[config.mk]
export PLATFORM = sky130hd
export DESIGN_NAME = fir_out_fifo
export DESIGN_NICKNAME = d
export VERILOG_FILES = /design/src/rtl/fir_out_fifo.sv
export SDC_FILE = /design/constraint.sdc
export NUM_CORES = 1
export LEC_CHECK = 0
export BUFFER_PORTS_ARGS = -buffer_cell sky130_fd_sc_hd__buf_2
export CORE_ASPECT_RATIO = 1.75
export CORE_UTILIZATION = 60
export DETAILED_ROUTE_END_ITERATION = 8
export HOLD_SLACK_MARGIN = 0.03
export PLACE_DENSITY = 0.79
export SYNTH_ARGS = -nofsm -noshare
export SYNTH_HDL_FRONTEND = slang
export SYNTH_SLANG_ARGS = --single-unit
[constraint.sdc]
create_clock -name clk -period 3.49 [get_ports clk]
set_input_delay 0.1745 -clock clk [delete_from_list [all_inputs] [get_ports clk]]
set_output_delay 0.1745 -clock clk [all_outputs]
set_load 0.005 [all_outputs]
[src/rtl/fir_out_fifo.sv]
// rtl/fir_out_fifo.sv - FIR result capture: round, saturate and queue 16-bit samples
// One sample is captured per rising edge of valid_in and held in a FIFO until the consumer takes it.
module fir_out_fifo #(
    parameter int SHIFT = 15,
    parameter int DEPTH = 16,
    parameter int N_OUT = 10063
) (
    input  logic        clk,
    input  logic        rstn,
    input  logic [31:0] din,
    input  logic        valid_in,
    input  logic        clr,
    output logic [15:0] out_data,
    output logic        out_valid,
    input  logic        out_ready,
    output logic [13:0] sample_cnt,
    output logic        done,
    output logic        overflow,
    output logic        sat
);

    localparam int AW = $clog2(DEPTH);
    localparam int RSH = (SHIFT > 0) ? SHIFT - 1 : 0;
    localparam logic signed [32:0] RND = (SHIFT > 0) ? (33'sd1 <<< RSH) : 33'sd0;
    localparam logic [AW:0] CNT_LAST = (AW + 1)'(DEPTH - 1);

    typedef enum logic [1:0] {ST_EMPTY, ST_PARTIAL, ST_FULL} state_t;

    state_t         state_q, state_d;
    logic           valid_q, valid_d;
    logic [AW-1:0]  wr_ptr_q, wr_ptr_d;
    logic [AW-1:0]  rd_ptr_q, rd_ptr_d;
    logic [AW:0]    count_q, count_d;
    logic [13:0]    sample_cnt_q, sample_cnt_d;
    logic           overflow_q, overflow_d;
    logic           sat_q, sat_d;
    logic [15:0]    mem [DEPTH];

    logic               capture, pop, full, push, drop, clip;
    logic signed [32:0] sum_s, shf_s;
    logic [15:0]        sample;

    assign capture = valid_in & ~valid_q;
    assign full    = (state_q == ST_FULL);
    assign pop     = out_valid & out_ready;
    assign push    = capture & (~full | pop);
    assign drop    = capture & full & ~pop;

    // Round half up in 33 bits so the bias cannot wrap the accumulator.
    always_comb begin
        sum_s  = $signed({din[31], din}) + RND;
        shf_s  = sum_s >>> SHIFT;
        clip   = 1'b0;
        sample = shf_s[15:0];
        if (shf_s > 33'sd32767) begin
            sample = 16'h7FFF;
            clip   = 1'b1;
        end else if (shf_s < -33'sd32768) begin
            sample = 16'h8000;
            clip   = 1'b1;
        end
    end

    always_comb begin
        state_d      = state_q;
        valid_d      = valid_in;
        wr_ptr_d     = wr_ptr_q;
        rd_ptr_d     = rd_ptr_q;
        count_d      = count_q;
        sample_cnt_d = sample_cnt_q;
        overflow_d   = overflow_q | drop;
        sat_d        = sat_q | (capture & clip);

        if (push) begin
            wr_ptr_d = wr_ptr_q + 1'b1;
            if (sample_cnt_q != 14'h3FFF) sample_cnt_d = sample_cnt_q + 1'b1;
        end
        if (pop) rd_ptr_d = rd_ptr_q + 1'b1;
        if (push && !pop) count_d = count_q + 1'b1;
        if (pop && !push) count_d = count_q - 1'b1;

        case (state_q)
            ST_EMPTY:   if (push) state_d = ST_PARTIAL;
            ST_PARTIAL: begin
                if (push && !pop && count_q == CNT_LAST) state_d = ST_FULL;
                else if (pop && !push && count_q == (AW + 1)'(1)) state_d = ST_EMPTY;
            end
            ST_FULL:    if (pop && !push) state_d = ST_PARTIAL;
            default:    state_d = ST_EMPTY;
        endcase

        if (clr) begin
            state_d      = ST_EMPTY;
            valid_d      = 1'b0;
            wr_ptr_d     = '0;
            rd_ptr_d     = '0;
            count_d      = '0;
            sample_cnt_d = '0;
            overflow_d   = 1'b0;
            sat_d        = 1'b0;
        end
    end

    always_ff @(posedge clk or negedge rstn) begin
        if (!rstn) begin
            state_q      <= ST_EMPTY;
            valid_q      <= 1'b0;
            wr_ptr_q     <= '0;
            rd_ptr_q     <= '0;
            count_q      <= '0;
            sample_cnt_q <= '0;
            overflow_q   <= 1'b0;
            sat_q        <= 1'b0;
        end else begin
            state_q      <= state_d;
            valid_q      <= valid_d;
            wr_ptr_q     <= wr_ptr_d;
            rd_ptr_q     <= rd_ptr_d;
            count_q      <= count_d;
            sample_cnt_q <= sample_cnt_d;
            overflow_q   <= overflow_d;
            sat_q        <= sat_d;
        end
    end

    // Storage is not reset; out_data is masked while the FIFO is empty.
    always_ff @(posedge clk) begin
        if (push && !clr) mem[wr_ptr_q] <= sample;
    end

    assign out_valid  = (state_q != ST_EMPTY);
    assign out_data   = out_valid ? mem[rd_ptr_q] : 16'h0000;
    assign sample_cnt = sample_cnt_q;
    assign done       = ({18'd0, sample_cnt_q} >= 32'(N_OUT));
    assign overflow   = overflow_q;
    assign sat        = sat_q;

endmodule

; Yosys cells after proc, flatten, opt, wreduce, memory -nomap -nowiden
; Memory sizes are Yosys's and may differ from the RTL's.
; Index checks and enable logic that the tools add are counted.
[op_classes]
n_addsub = 6
order_cmp = 3
eq_ne = 8
mux = 26
bitwise_logic = 12
reduce_logical = 16
[op_table]
columns = cell, n
row1 = $mux 16, 3
row2 = $mux 14, 3
row3 = $add 32x16->33 const B, 1
row4 = $gt 18x16->1 const B, 1
row5 = $lt 18x16->1 const B, 1
row6 = $mux 4, 4
row7 = $mux 5, 3
row8 = $add 14x1->14 const B, 1
row9 = $ge 14x14->1 const B, 1
row10 = $ne 14x14->1 const B, 1
row11 = $mux 2, 5
row12 = $add 4x1->4 const B, 2
row13 = $reduce_bool 2->1, 4
row14 = $mux 1, 7
row15 = $and 1x1->1, 6
row16 = $pmux 2 s3, 1
row17 = $add 5x1->5 const B, 1
row18 = $eq 5x1->1 const B, 1
row19 = $eq 5x4->1 const B, 1
row20 = $logic_and 1x1->1, 5
row21 = $sub 5x1->5 const B, 1
row22 = $ne 4x4->1 const B, 1
row23 = $logic_not 1->1, 3
row24 = $ne 3x2->1 const B, 1
row25 = 9 further kinds, 13
[totals]
reg_bits = 32
mem_bits_rw = 256
inputBits = 37
output_inout_bits = 34
word_cells = 80
n_memories = 1
[memory_table]
columns = memory, words, word_bits, read_ports, rd_clocked_by_memory_dff, write_ports, line
row1 = mem, 16, 16, 1, 0, 1, 37  ; logic [15:0] mem [DEPTH];

; Longest topological paths before layout
[depth]
depth_word = 11
ltp_mapped = 7
mapped_depth_nobuf = 7

; Worst setup path before layout
; Ideal clock, no wire load.
[synth_path]
kind = reg-to-reg
start = register valid_q
end = memory mem[0][0], enable pin
setup_time_ps = 409
arrival_ps = 2408
required_ps = 3081
setup_slack_ps = 673
path_stages_with_launch = 7
n_path_buf = 1
synth_period_minus_slack_ps = 2817
path_cell_list = dfrtp_1 nor2b_1 clkbuf_1 o21ai_1 nor2_1 nand2_1 nor3_1
[synth_via]
elab_chain_cells = 6
[synth_lines]
columns = item, line
row1 = start: declaration, 30  ; logic valid_q, valid_d;
row2 = start signal: assignment, 116  ; valid_q <= valid_d;
row3 = $not 1->1, 43  ; assign capture = valid_in & ~valid_q;
row4 = $and 1x1->1, 43
row5 = $and 1x1->1, 46  ; assign push = capture & (~full | pop);
row6 = $logic_and 1x1->1, 128  ; if (push && !clr) mem[wr_ptr_q] <= sample;
row7 = $mux 1, 128
row8 = $mux 1 (implied by the code), 128
row9 = end: declaration, 37
; No other way between the ends.

; Worst setup path after layout
[layout_path]
start = register rd_ptr_q[0]
end = output out_data[13]
[layout_via]
elab_chain_cells = 2
[layout_lines]
columns = item, line
row1 = start: declaration, 32  ; logic [AW-1:0] rd_ptr_q, rd_ptr_d;
row2 = start signal: assignment, 118  ; rd_ptr_q <= rd_ptr_d;
row3 = $mem_v2 16x16, n/a
row4 = $mux 16, 132  ; assign out_data = out_valid ? mem[rd_ptr_q] : 16'h0000;
row5 = end: declaration, 13  ; output logic [15:0] out_data,
; No other way between the ends.

==> impl_results.md <==
- Area Overhead vs Synth: 12.8%
- Logic pwr share: 6.4%
- Syn_nets: roughly 730
- Max IR drop VDD: 0.357 mV
- Sw Ratio: roughly a fifth
- Cell internal pwr: 5.54 mW
- Multi-input gate area: 3490 µm²
- Worst hold-check path type: primary input to register
- Worst skew pair latency: 0.52 ns
- Setup ws final: 0.329 ns
- Relative slew margins: 19.9%
- Post-synth ARST share: ~11%
- Setup TNS: 0 ns
- Initial core utilization: 61.5%
- DR WL/cell: 25.3 µm
- Sw power: between 1 and 1.5 mW
- Unique masters post-synth: between 50 and 60
- Dpl cell area: 12,900 µm²
- Post-Synthesis Cell Area: 12,200 µm²
- PostCTS Resize Cnt: 0
- Power per Cell Area: 508 nW/µm²
- Flops & latches, synth: 288
- Synth top area cells: edfxtp_1 63%, mux4_2 15%, dfrtp_1 6.6%, nor2_1 1.4%, xnor2_1 1.3%
- Number of H-tree levels: 1
- Die H: between 150 and 200 µm
- Share of the synthesized area in the top cell type: 63.1%
- Final core occ: 69.4%
- Largest net degree at the start of global routing: 38
- DP Wirelength: 16,500 µm
- Total iterations of the first detailed-routing run: 5
- Clk_skew: 0.0109 ns
- Initial antenna violation count: 0
- Vias in the first global route: 6,920
- Clk root buf: clkbuf_16
- Inst Count DP: around 990
- CP arrival: 2.99 ns
- Total gr overflow: 0
- Initial DRC Count: 581
- Final Net Count: 817
- Ys flop type: edfxtp_1
- Register area: between 8000 and 9000 µm²
- Port buffer count: 56
- Fmax achieved: 316 MHz
- N_diodes: 0
- Die W: 110 µm
- Core ar.: just under 20,000 µm²
- Total clock sinks: approximately 290
- Leak pwr: 4.60 nW
- Worst Reg-to-Reg Cells: 7
- First-pass GRT wire length: 40,100 µm
- Boundary Pins: 71
- Avg Vias per Cell: 6.40
- Via count: about 6,600
- Reg2reg end: mem[8][1]
- R2R Setup Slk: 0.81 ns
- DRT Wirelength: ~26,000 µm
- GR Util met2: 46.7%
- Final Hold Violating Endpoints: 0
- RSZ-0062 raised after global routing: no
- Hold_sp: din[30]
- Register area share after synthesis: 69.7%
- Setup bufs post-CTS: 0
- Fillers: 1,217
- CTS tree: done
- Hold slack: 0.0485 ns
- Final ANT Viol Nets: 0
- Top Usage Layer GRT: met2
- Syn_area_per_cell: approximately 18 µm²
- Design Area, Final: about 14,000 µm²
- Crit start category: register
- Finished Layout Cells: roughly 1,000
- Slew at the pin with the worst max-slew slack: 1.20 ns
- Crit path kind: register to output port
- Clock input transition at the sequential cells of the worst setup and hold paths: approximately 0.070 ns
- GRT Total Usage: 26.9%
- Dpl ws: 0.444 ns
- RR Startpoint: valid_q
- EDFF count, synth: 256
- Placement Rows: 68
- # Max-Cap Violations: 0
- Hold path depth: 3
- Final Slew Violations: 0
- Overall power: 6.98 mW
- Status: completed
- Critical Path End Type: output port
- Flop pwr share: 55.2%
- Global routing usage on met3: under 10%
- Most area-hungry cell type in the Yosys netlist: edfxtp_1
- Die area: ~21,000 µm²
- Hold buffer count at CTS: 3
- Post-layout minimum cycle time: approximately 3.2 ns
- Synth Warn #: 0
- CP required: 3.32 ns
- Number of remaining DRC errors: 0
- Layout cells sized above 1: 29.5%
- Synthesized instance count: 678
- Setup-failing EPs final: 0
- Clk pwr share: 38.4%
- Clock Tree Buf Depth: 3
- Worst Hold End: sat
- GPL Wtd Cong: 0.846
- Period utilization: 90.6%
- CTS buffer count: 24
- Critical path fanouts, max: 27
- GR Util met1: approximately a third
[cells in the final DEF, fill, tap and decap left out, types with 10 or more instances in the layout]
cell type / n
a21oi_1: 15
and2_1: 17
buf_2: 56
buf_4: 38
clkbuf_16: 25
dfrtp_1: 30
edfxtp_1: 256
ha_1: 11
inv_1: 10
mux4_2: 80
nand2_1: 21
nand3_1: 19
nor2_1: 47
nor3_1: 13
xnor2_1: 18
xor2_1: 12
[worst max-delay path by stage]
stage / startpoint / end / slack [ns]
3_5_place_dp: din[14] / mem[1][10] / 0.44
4_1_cts: rd_ptr_q[0] / out_data[13] / 0.27
2_1_floorplan: valid_q / mem[0][0] / 0.67
6_report: rd_ptr_q[0] / out_data[13] / 0.33
3_3_place_gp: din[14] / mem[2][12] / 0.61
5_1_grt: rd_ptr_q[0] / out_data[5] / 0.16
[flip-flops by register name (all words and copies together) (netlist names)]
signal and flops:
mem 256, sample_cnt 14, count_q 5, rd_ptr_q 4
wr_ptr_q 4, state_q 2, overflow 1, sat 1
valid_q 1
[critical path, stage by stage, from the launching register on]
cell and delay, ns:
dfrtp_4 0.76, buf_12 0.31, mux4_2 0.58, mux4_2 0.47
and2_1 0.17, buf_2 0.12
[synth_stat cells, types with 9 or more instances]
cell and instances:
xor2_1 12, clkbuf_1 14, edfxtp_1 256, dfrtp_1 32, nand2_1 21, a21oi_1 15
xnor2_1 18, nand3_1 19, o21ai_2 9, mux4_2 80, ha_1 11, inv_1 10
nor2_1 47, nor3_1 17, and2_1 17
[routing by layer]
layer / part of all wire (%) / vias up
li1: - / 2881
met1: 36 / 3387
met2: 54 / 272
met3: 6.2 / 64
met4: 3.7 / 0
met5: 0 / -
[power by group through the flow]
stage	Sequential [mW]	Combinational [mW]	Clock [mW]
2_1_floorplan	3.91	0.306	0
3_3_place_gp	3.92	0.418	0
3_5_place_dp	3.93	0.441	0
4_1_cts	3.85	0.446	2.71
5_1_grt	3.86	0.482	2.83
6_report	3.85	0.444	2.68
[area by class of cell]
cell class	count	share of cell area (%)
sequential	288	61.8
multi-input combinational	346	25.4
clock buffer	29	4.66
timing repair buffer	99	4.62
tap	245	2.23
clock inverter	15	1.06
inverter	10	0.273
[cell families (layout without fill, tap and decap cells)]
family / after synthesis / count (layout) / synth area share (%)
buffers and inverters: 44 / 153 / 1.85
AOI/OAI and AO/OA: 54 / 54 / 3.05
xor gates and xnor gates: 30 / 30 / 2.16
DFF: 288 / 288 / 69.7
muxes: 81 / 81 / 14.9
adders and majority gates: 11 / 11 / 1.13
and+or+nand+nor: 170 / 170 / 7.28
Note: power is estimated with default switching activity, not from simulation.
